File: config.mk
export PLATFORM = sky130hd
export DESIGN_NAME = buf_ld_ctrl
export DESIGN_NICKNAME = d
export VERILOG_FILES = /design/src/rtl/buf_ld_ctrl.sv
export SDC_FILE = /design/constraint.sdc
export NUM_CORES = 1
export LEC_CHECK = 0
export CORE_MARGIN = 2
export CORE_UTILIZATION = 35
export DETAILED_ROUTE_END_ITERATION = 8
export MAX_ROUTING_LAYER = met4
export PLACE_DENSITY_LB_ADDON = 0.05
export SLEW_MARGIN = 40
export SYNTH_ARGS = -nofsm -noshare
export SYNTH_HDL_FRONTEND = slang
export SYNTH_SLANG_ARGS = --single-unit
File: constraint.sdc
create_clock -name clk -period 6 [get_ports clk]
set_input_delay 0.9 -clock clk [delete_from_list [all_inputs] [get_ports clk]]
set_output_delay 0.9 -clock clk [all_outputs]
set_load 0.02 [all_outputs]
File: src/rtl/buf_ld_ctrl.sv
// Ping-pong tile loader: streams upstream words into two buffer banks and
// hands each completed bank to the consumer until it is released.
module buf_ld_ctrl #(
  parameter int BUF_LD_ADDR_WIDTH = 10,
  parameter int BUF_LD_DATA_WIDTH = 8
) (
  input  logic                         clk,
  input  logic                         rst_n,
  input  logic [BUF_LD_ADDR_WIDTH:0]   cfg_len,
  input  logic                         cfg_flush,
  input  logic                         s_valid,
  output logic                         s_ready,
  input  logic [BUF_LD_DATA_WIDTH-1:0] s_data,
  output logic                         buf_ld_wr_en,
  output logic                         buf_ld_sel,
  output logic [BUF_LD_ADDR_WIDTH-1:0] buf_ld_addr,
  output logic [BUF_LD_DATA_WIDTH-1:0] buf_ld_data,
  output logic                         buf_ex_sel,
  output logic                         ex_tile_valid,
  input  logic                         ex_tile_done,
  output logic [1:0]                   bank_full
);

  localparam int W = BUF_LD_ADDR_WIDTH;
  localparam int D = BUF_LD_DATA_WIDTH;
  localparam logic [W:0]   LEN_MAX = {1'b1, {W{1'b0}}};
  localparam logic [W:0]   LEN_ONE = (W + 1)'(1);
  localparam logic [W-1:0] CNT_ONE = W'(1);

  logic         r_ld_sel;
  logic [W-1:0] r_cnt;
  logic [W:0]   r_len_q;
  logic [1:0]   r_full;
  logic         r_ex_sel;
  logic         r_cmt_pend;
  logic         r_cmt_bank;
  logic         r_wr_en;
  logic         r_wr_sel;
  logic [W-1:0] r_wr_addr;
  logic [D-1:0] r_wr_data;

  logic [W:0]   w_len_clamp;
  logic [W:0]   w_len_eff;
  logic         w_ready;
  logic         w_acc;
  logic         w_last;
  logic         w_rel;
  logic [1:0]   w_full_nxt;

  assign w_len_clamp = (cfg_len > LEN_MAX) ? LEN_MAX : cfg_len;
  // First beat of a tile has not latched its length yet, so use the live value.
  assign w_len_eff   = (r_cnt == '0) ? w_len_clamp : r_len_q;
  assign w_ready     = rst_n && !r_full[r_ld_sel] &&
                       ((r_cnt != '0) || (cfg_len != '0)) && !cfg_flush;
  assign w_acc       = s_valid && w_ready;
  assign w_last      = ({1'b0, r_cnt} == (w_len_eff - LEN_ONE));
  assign w_rel       = ex_tile_done && r_full[r_ex_sel];

  // Commit and release always address opposite banks, so both may apply at once.
  always_comb begin
    w_full_nxt = r_full;
    if (r_cmt_pend) w_full_nxt[r_cmt_bank] = 1'b1;
    if (w_rel)      w_full_nxt[r_ex_sel]   = 1'b0;
  end

  always_ff @(posedge clk or negedge rst_n) begin
    if (!rst_n) begin
      r_ld_sel   <= 1'b0;
      r_cnt      <= '0;
      r_len_q    <= '0;
      r_full     <= 2'b00;
      r_ex_sel   <= 1'b0;
      r_cmt_pend <= 1'b0;
      r_cmt_bank <= 1'b0;
      r_wr_en    <= 1'b0;
      r_wr_sel   <= 1'b0;
      r_wr_addr  <= '0;
      r_wr_data  <= '0;
    end else if (cfg_flush) begin
      r_ld_sel   <= 1'b0;
      r_cnt      <= '0;
      r_full     <= 2'b00;
      r_ex_sel   <= 1'b0;
      r_cmt_pend <= 1'b0;
      r_cmt_bank <= 1'b0;
      r_wr_en    <= 1'b0;
    end else begin
      r_wr_en    <= w_acc;
      r_full     <= w_full_nxt;
      r_cmt_pend <= 1'b0;
      if (w_rel) r_ex_sel <= ~r_ex_sel;
      if (w_acc) begin
        r_wr_sel  <= r_ld_sel;
        r_wr_addr <= r_cnt;
        r_wr_data <= s_data;
        if (r_cnt == '0) r_len_q <= w_len_clamp;
        // The full flag trails the last write by one cycle via the pending commit.
        if (w_last) begin
          r_cnt      <= '0;
          r_ld_sel   <= ~r_ld_sel;
          r_cmt_pend <= 1'b1;
          r_cmt_bank <= r_ld_sel;
        end else begin
          r_cnt <= r_cnt + CNT_ONE;
        end
      end
    end
  end

  assign s_ready       = w_ready;
  assign buf_ld_wr_en  = r_wr_en;
  assign buf_ld_sel    = r_wr_sel;
  assign buf_ld_addr   = r_wr_addr;
  assign buf_ld_data   = r_wr_data;
  assign buf_ex_sel    = r_ex_sel;
  assign ex_tile_valid = r_full[r_ex_sel];
  assign bank_full     = r_full;

endmodule
# ---- Word level (Yosys, flattened, before mapping)
# Cells that the tools add are included.
dict set report totals {
  register_bits 47
  output_inout_bits 25
  wordCells 72
}
dict set report classes {
  addsub 2
  n_lt_le_gt_ge 6
  eq_ne 1
  n_mux 28
  bitwise_logic 6
  n_reduce_logical 18
}
# op count
set ops {}
lappend ops {{two-way mux 10 bit} 3}
lappend ops {{two-way mux 11 bit} 2}
lappend ops {{two-way mux 1 bit} 18}
lappend ops {{== test 10 x 11 -> 1 bit} 1}
lappend ops {{> comparator 11 bit (second input constant)} 1}
lappend ops {{nonzero test 11 bit} 1}
lappend ops {{subtractor 11 x 1 -> 11 bit (second input constant)} 1}
lappend ops {{adder 10 x 1 -> 10 bit (second input constant)} 1}
lappend ops {{zero test 10 bit} 1}
lappend ops {{nonzero test 10 bit} 1}
lappend ops {{logical AND 1 bit} 7}
lappend ops {{less-than comparator 1 x 2 -> 1 bit (second input constant)} 3}
lappend ops {{two-way mux 2 bit} 3}
lappend ops {{nonzero test 2 bit} 3}
lappend ops {{AND reduction 2 bit} 2}
lappend ops {{NOT 1 bit} 3}
lappend ops {{AND 2 bit} 1}
lappend ops {{demux 1 bit (select 1 bit)} 2}
lappend ops {{greater-or-equal comparator 1 bit (second input constant)} 2}
lappend ops {{zero test 1 bit} 2}
lappend ops {{NOT 2 bit} 1}
lappend ops {{OR 2 bit} 1}
lappend ops {{logical OR 1 bit} 1}

# ---- Depth between registers and ports, before layout
dict set report logic_depth {
  ltp_word 9
  depth_mapped 18
}

# ---- Worst setup path before layout
# Ideal clock, no wire load.
dict set report synth_timing {
  path_kind {register to register}
  startpoint {register r_cnt[0]}
  endpoint {register r_ld_sel}
  setup_time_ns 0.078
  t_arrival_ns 4.113
  required_time_ns 5.922
  path_slack_ns 1.808
  path_stages_with_launch 19
  n_path_buf 3
  path_cell_list {dfrtp_1 > inv_1 > ha_1 > or4b_1 > buf_2 > nor3_4 > clkbuf_1 > and3_1 > a21oi_1 > ha_1 > clkbuf_1 > nand2b_1 > nor2_1 > nor3_1 > a31oi_1 > mux2_2 > or4b_4 > or4_1 > a21oi_1}
}
dict set report synth_via {
  elab_chain_cells 7
  word_cells_on_any_way 12
  cone_classes {add/sub (1); eq/ne (1); mux (1); reduce/logical (9)}
}
# element line
set synth_rtl {}
lappend synth_rtl {{start: declaration} 31} ;# logic [W-1:0] r_cnt;
lappend synth_rtl {{start signal: assignment} 104} ;# r_cnt <= r_cnt + CNT_ONE;
lappend synth_rtl {{branches (longest 6 deep; another with subtractor 11 x 1 -> 11 bit)} --}
lappend synth_rtl {{AND reduction 2 bit (no source line) (*)} --}
lappend synth_rtl {{end signal: assignment} 100} ;# r_ld_sel <= ~r_ld_sel;
lappend synth_rtl {{end: declaration} 30} ;# logic r_ld_sel;
# Every way passes the cells marked *.
# A chain may end at the register's enable or synchronous reset.

# ---- Final worst setup path
dict set report layout_timing {
  startpoint {register r_cnt[0]}
  endpoint {register r_cnt[8]}
}
dict set report layout_via {
  elab_chain_cells 7
  word_cells_on_any_way 14
  cone_classes {add/sub (2); eq/ne (1); mux (4); reduce/logical (7)}
}
# element line
set layout_rtl {}
lappend layout_rtl {{zero test 10 bit} 52} ;# assign w_len_eff = (r_cnt == '0) ? w_len_clamp : r_len_q;
lappend layout_rtl {{two-way mux 11 bit} --}
lappend layout_rtl {{subtractor 11 x 1 -> 11 bit} 56} ;# assign w_last = ({1'b0, r_cnt} == (w_len_eff - LEN_ONE));
lappend layout_rtl {{== test 10 x 11 -> 1 bit} 56}
lappend layout_rtl {{two-way mux 10 bit} 98} ;# if (w_last) begin
lappend layout_rtl {{two-way mux 10 bit} 92} ;# if (w_acc) begin
lappend layout_rtl {{two-way mux 10 bit} 79} ;# end else if (cfg_flush) begin
# Parallel ways exist; a longest one is shown, timed or not. The select of a mux whose other input is x is not followed.

==> flow_metrics.tcl <==
set metrics [dict create \
    status "finished clean" \
    hold_viol 0 \
    ys_types 53 \
    worstSetupStartpointType "flip-flop" \
    worst_pin_slew_ns 0.713 \
    fin_skew_ns 0.00788 \
    portBuffers 48 \
    dpl_worst_slack_ns 1.16 \
    grt_max_degree 48 \
    fin_ws_ns 1.11 \
    avgViaCountPerCell 5.23 \
    fp.dieArea_um2 8290 \
    cts_root_buffer "clkbuf_8" \
    cp-end-kind "flip-flop" \
    yosys_most_used_dff "dfrtp_1" \
    synth_top_area_share_pct 44.4 \
    drtIter0Drc 110 \
    min_path_cells 2 \
    dpl_cell_area_um2 3220 \
    cts_resized 0 \
    dpl.cell_count 439 \
    die_height_um 91.0 \
    grt-ovfl-total 0 \
    async_reset_ff_share_pct 100 \
    vdd_drop_max_mv 0.101 \
    cts_hold_buf 0 \
    area.growth.synth_to_final_pct 26.7 \
    cts_setup_buffers 0 \
    grt_pass1_wl_um 11800 \
    arrival_ns 5.06 \
    cts_buffers 5 \
    wirelength_um 6720 \
    rsz0062_at_grt "false" \
    setup_viol 0 \
    finalMaxSlewViolations 0 \
    cp.required_ns 6.18 \
    first_global_vias 2336 \
    cpPeakStageDelay_ns 0.68 \
    ys_ff_latch 47 \
    final_area_um2 3360 \
    clockBufferDepth 2 \
    slowest_stage "nor3_4" \
    syn-num-nets 330 \
    yosys.cell_count.top_type "nand2_1" \
    period_needed_ns 4.89 \
    ioPinCount 49 \
    cts_max_level 2 \
    totalNegativeSetupSlack_ns 0 \
    p_leak_nw 1.48 \
    grt_antenna_before_repair 0 \
    cts_sinks 47 \
    initial_core_util_pct 36.4 \
    synth_top_area_cell "dfrtp_1" \
    dr.pass1.iters 4 \
    cts_tree "yes" \
    core_area_um2 7290 \
    vias 2339 \
    drive_gt1_share_pct 6.03 \
    yosys-top-cells-area "dfrtp_1 44%, nand2_1 11%, o21ai_0 3.6%" \
    clock_latency_ns 0.31 \
    stdcell_count 447 \
    period_share_pct 81.4 \
    layout.nets 374 \
    drc_errors 0 \
    relSlewSlack_pct 52.3 \
    grtUsageTotal_pct 18.1 \
    die_x_um 91.0 \
    yosysSeqAreaShare_pct 44.4 \
    max_cap_violations 0 \
    synthCells 303 \
    hold_path_class "reg -> reg" \
    synth_edf_count 0 \
    synth.avg_cell_area_um2 8.75 \
    wl_per_cell_um 15.0 \
    dp_hpwl_um 4830 \
    row_count 31 \
    postRouteAntennaNets 0 \
    yosysWarnings 0 \
    fmax_ghz 0.205 \
    path_max_fanout 18 \
    p_total_w 0.000838 \
    crit_chain "inv_1, ha_1, or4b_1, nor3_4, mux2i_1, ha_1, nand2b_1, nor4_1, xnor2_1, mux2i_1, a32oi_1, or4b_4, nor3_2, nor3_1" \
    antenna-diode-count 0 \
    clk_pin_slew_ns 0.10 \
    place_congestion 0.896 \
    path_class "reg -> reg" \
    powerDensity_nw_per_um2 250 \
    ff2ff_path_depth 14 \
    synthTopCellsByCount "76 x nand2_1, 47 x dfrtp_1, 19 x o21ai_0" \
    synth_area_um2 2650 \
]
area by class of cell:
class | count | area [µm²]
Multi-Input combinational cell | 235 | 1400
Clock buffer | 5 | 68.8
Tap cell | 99 | 124
Sequential cell | 47 | 1180
Timing Repair Buffer | 51 | 498
Clock inverter | 3 | 71.3
Inverter | 7 | 26.3
Fill cell | 779 | 3930
flip-flops by register name, indices dropped and copies added, names as in the netlist:
name	cells
r_len_q	11
buf_ld_addr	10
r_cnt	10
buf_ld_data	8
bank_full	2
buf_ex_sel	1
buf_ld_sel	1
buf_ld_wr_en	1
r_cmt_bank	1
r_cmt_pend	1
r_ld_sel	1
cell families (layout without fill, tap and decap cells):
group	after synthesis	count (layout)	synth area share [%]
AND/OR/NAND/NOR	155	155	29.5
XOR/XNOR	15	15	4.95
buffers and inverters	21	66	3.02
AO/OA/AOI/OAI	51	51	12.4
multiplexers	11	11	4.34
flip-flops	47	47	44.4
adder cells (fa/ha/maj)	3	3	1.42
path summary, 6_finish.rpt:
path                                start        endpoint  slack (ns)
min in group asynchronous           rst_n      r_len_q[5]        0.74
setup / recovery                 r_cnt[0]        r_cnt[8]        1.11
setup reg to reg                 r_cnt[0]        r_cnt[8]        1.11
max in group asynchronous           rst_n      r_len_q[8]        4.84
hold / removal             buf_ld_addr[2]  buf_ld_addr[2]        0.48
hold reg to reg            buf_ld_addr[2]  buf_ld_addr[2]        0.48
report_power, final:
part	total [W]	internal, W	switching [W]	leakage, nW
sequential	0.000364	0.000340	0.0000232	0.633
clock	0.000289	0.000169	0.000120	0.0703
combinational	0.000186	0.0000849	0.000101	0.775
per-layer routing:
metal  vias to the layer above  GRT usage [%]  share of wire [%]
li1                       1160              -                  -
met1                      1115           24.6                 49
met2                        55           27.5                 45
met3                         9           3.57                4.7
met4                         0           5.18                1.7
met5                         -              -                  0
worst max-delay path: cells and delay by family (launching register included):
family / cells / cell delay (ns)
AO/OA/AOI/OAI: 1 / 0.21
XOR/XNOR: 1 / 0.18
adder cells (fa/ha/maj): 2 / 0.57
buffers and inverters: 1 / 0.11
flip-flops: 1 / 0.44
multiplexers: 2 / 0.50
AND/OR/NAND/NOR: 7 / 2.74
per-stage QoR:
stage                     hold slack (ns)  util (%)
after detailed placement            0.463      44.1
final                               0.480      46.1
after global routing                0.525      46.1
after CTS                           0.488      46.1
after global placement              0.456      44.1
after floorplan                     0.463         -
layout by cell type (no fill, tap or decap), types with 4 or more instances in the layout:
cell	n
nor2_1	11
xnor2_1	10
o21ai_0	19
clkdlybuf4s50_1	47
dfrtp_1	47
o31ai_1	4
nor3_1	15
inv_1	6
nor2b_1	4
a21oi_1	9
nand4_1	6
clkbuf_8	5
and3_1	5
xor2_1	5
nand2_1	76
mux2_2	4
nand3_1	5
or3_1	6
nor4_1	5
nand2b_1	4
mux2i_1	7
Power figures use the tool's default switching activity.
==> RTL change, RTL diff (same settings) <==
Reset style: synchronous (`rst_n`), changed in one clocked block.
--- a/src/rtl/buf_ld_ctrl.sv
+++ b/src/rtl/buf_ld_ctrl.sv
@@ -63,7 +63,7 @@
     if (w_rel)      w_full_nxt[r_ex_sel]   = 1'b0;
   end
 
-  always_ff @(posedge clk or negedge rst_n) begin
+  always_ff @(posedge clk) begin
     if (!rst_n) begin
       r_ld_sel   <= 1'b0;
       r_cnt      <= '0;
Function: differs if rst_n is asserted again (counterexample within 4 cycles, from zero or initial values and one cycle with rst_n low); with rst_n held inactive, the same outputs for 4 cycles.
==> RTL change against the original RTL <==
Combinational power fell by 48%; setup slack improved by 0.73 ns; power down 26%; routed wire length grew 1.8%; synthesized area is 3.4% higher; sequential cell count unchanged; largest cell class unchanged; die area up 3.3%; final area grew 0.26%.
==> RTL change: results (changes against the original RTL) <==
[worst_setup_path]
cpPeakStageDelay_ns = 0.64  ; -0.04 ns

[synth]
yosys.area_share.adder = 0.01369  ; -0.0004715
synth_xor_area_frac = 0.04471  ; -0.004844
synth_compound_area_frac = 0.1273  ; +0.003166
yosys-top-cells-count = dfxtp_1, nor2b_1, mux2i_1
synth_area_leaders = dfxtp_1, mux2i_1, nor2b_1
ys.flop_type = dfxtp_1
synthMuxAreaShare = 0.1369  ; +0.09344
ys_async_sr_fraction = 0  ; -1.000
avgSynthCellArea_um2 = 9.112  ; +4.1%

[routing]
wl_per_cell_um = 15.44  ; +2.7%
drtIter0Drc = 103  ; -6.4%
vias_per_cell = 5.293  ; +1.2%

[layout]
drive_above_1_share = 0.07918  ; +0.01883
fillCellCount = 758  ; -2.7%
nets = 368  ; -1.6%

[clock_network]
cts_inserted_buffers = 5  ; unchanged

[place]
hpwl_mm = 4.826  ; -0.14%
gp_congestion = 0.8576  ; -4.3%
placed_cells = 436  ; -0.68%
place_ws_ns = 1.863  ; +0.6990 ns
place_area_mm2 = 0.003277  ; +1.8%

[status]
status = complete, no violations

[global_route]
grt_pass1_wl_mm = 11.56  ; -1.6%
first_global_vias = 2275  ; -2.6%

[power_and_ir_drop]
p_leak_nw = 1.236  ; -16%
vdd_ir_drop_max_uv = 114.6  ; +13%

[timing]
relSlewSlack = 0.5338  ; +0.01079

-- RTL change: cell count changes in the layout (fill, tap and decap cells not counted), sizes merged, moves of 5 or more --
cell	before	now
nor2b	4	34
nor3	17	7
inv	7	12
nor2	11	23
dfxtp	0	47
mux2i	7	33
o21ai	19	5
dfrtp	47	0
nand2	76	15
-- RTL change: final timing paths --
kind | from | to | slack (ns) | cells after the start
worst max-delay path | r_cnt[0] | r_cnt[1] | 1.85 | 12
worst min-delay path | r_cmt_bank | r_cmt_bank | 0.49 | 2
worst max register to register | r_cnt[0] | r_cnt[1] | 1.85 | 12
worst min register to register | r_cmt_bank | r_cmt_bank | 0.49 | 2
-- RTL change: routing by layer --
layer	routed length [um]	global-route usage	share of wire	vias up
met5	0	-	0	-
met4	153	0.06716	0.022	0
met3	251	0.02766	0.037	15
met2	3089	0.2555	0.45	58
met1	3347	0.2406	0.49	1104
li1	-	-	-	1168
-- RTL change: cell type report --
class | instances | area (um^2) | share of cell area
clock buffer | 6 | 82.58 | 0.02452
clock inverter | 1 | 8.758 | 0.002600
inverter | 11 | 41.29 | 0.01226
multi-input combinational | 225 | 1664 | 0.4941
sequential | 47 | 940.9 | 0.2793
tap | 102 | 127.6 | 0.03789
timing repair buffer | 51 | 503.0 | 0.1493
-- RTL change: cell families after synthesis --
group | after synthesis
DFF | 47
buffers and inverters | 29
muxes | 37
xor gates and xnor gates | 14
AOI/OAI and AO/OA | 45
adders and majority gates | 3
and+or+nand+nor | 126
-- RTL change: power breakdown --
part	total, mW	internal [mW]	switching [mW]
Sequential	0.320	0.316	0.00406
Clock	0.206	0.0929	0.113
Combinational	0.0966	0.0481	0.0484
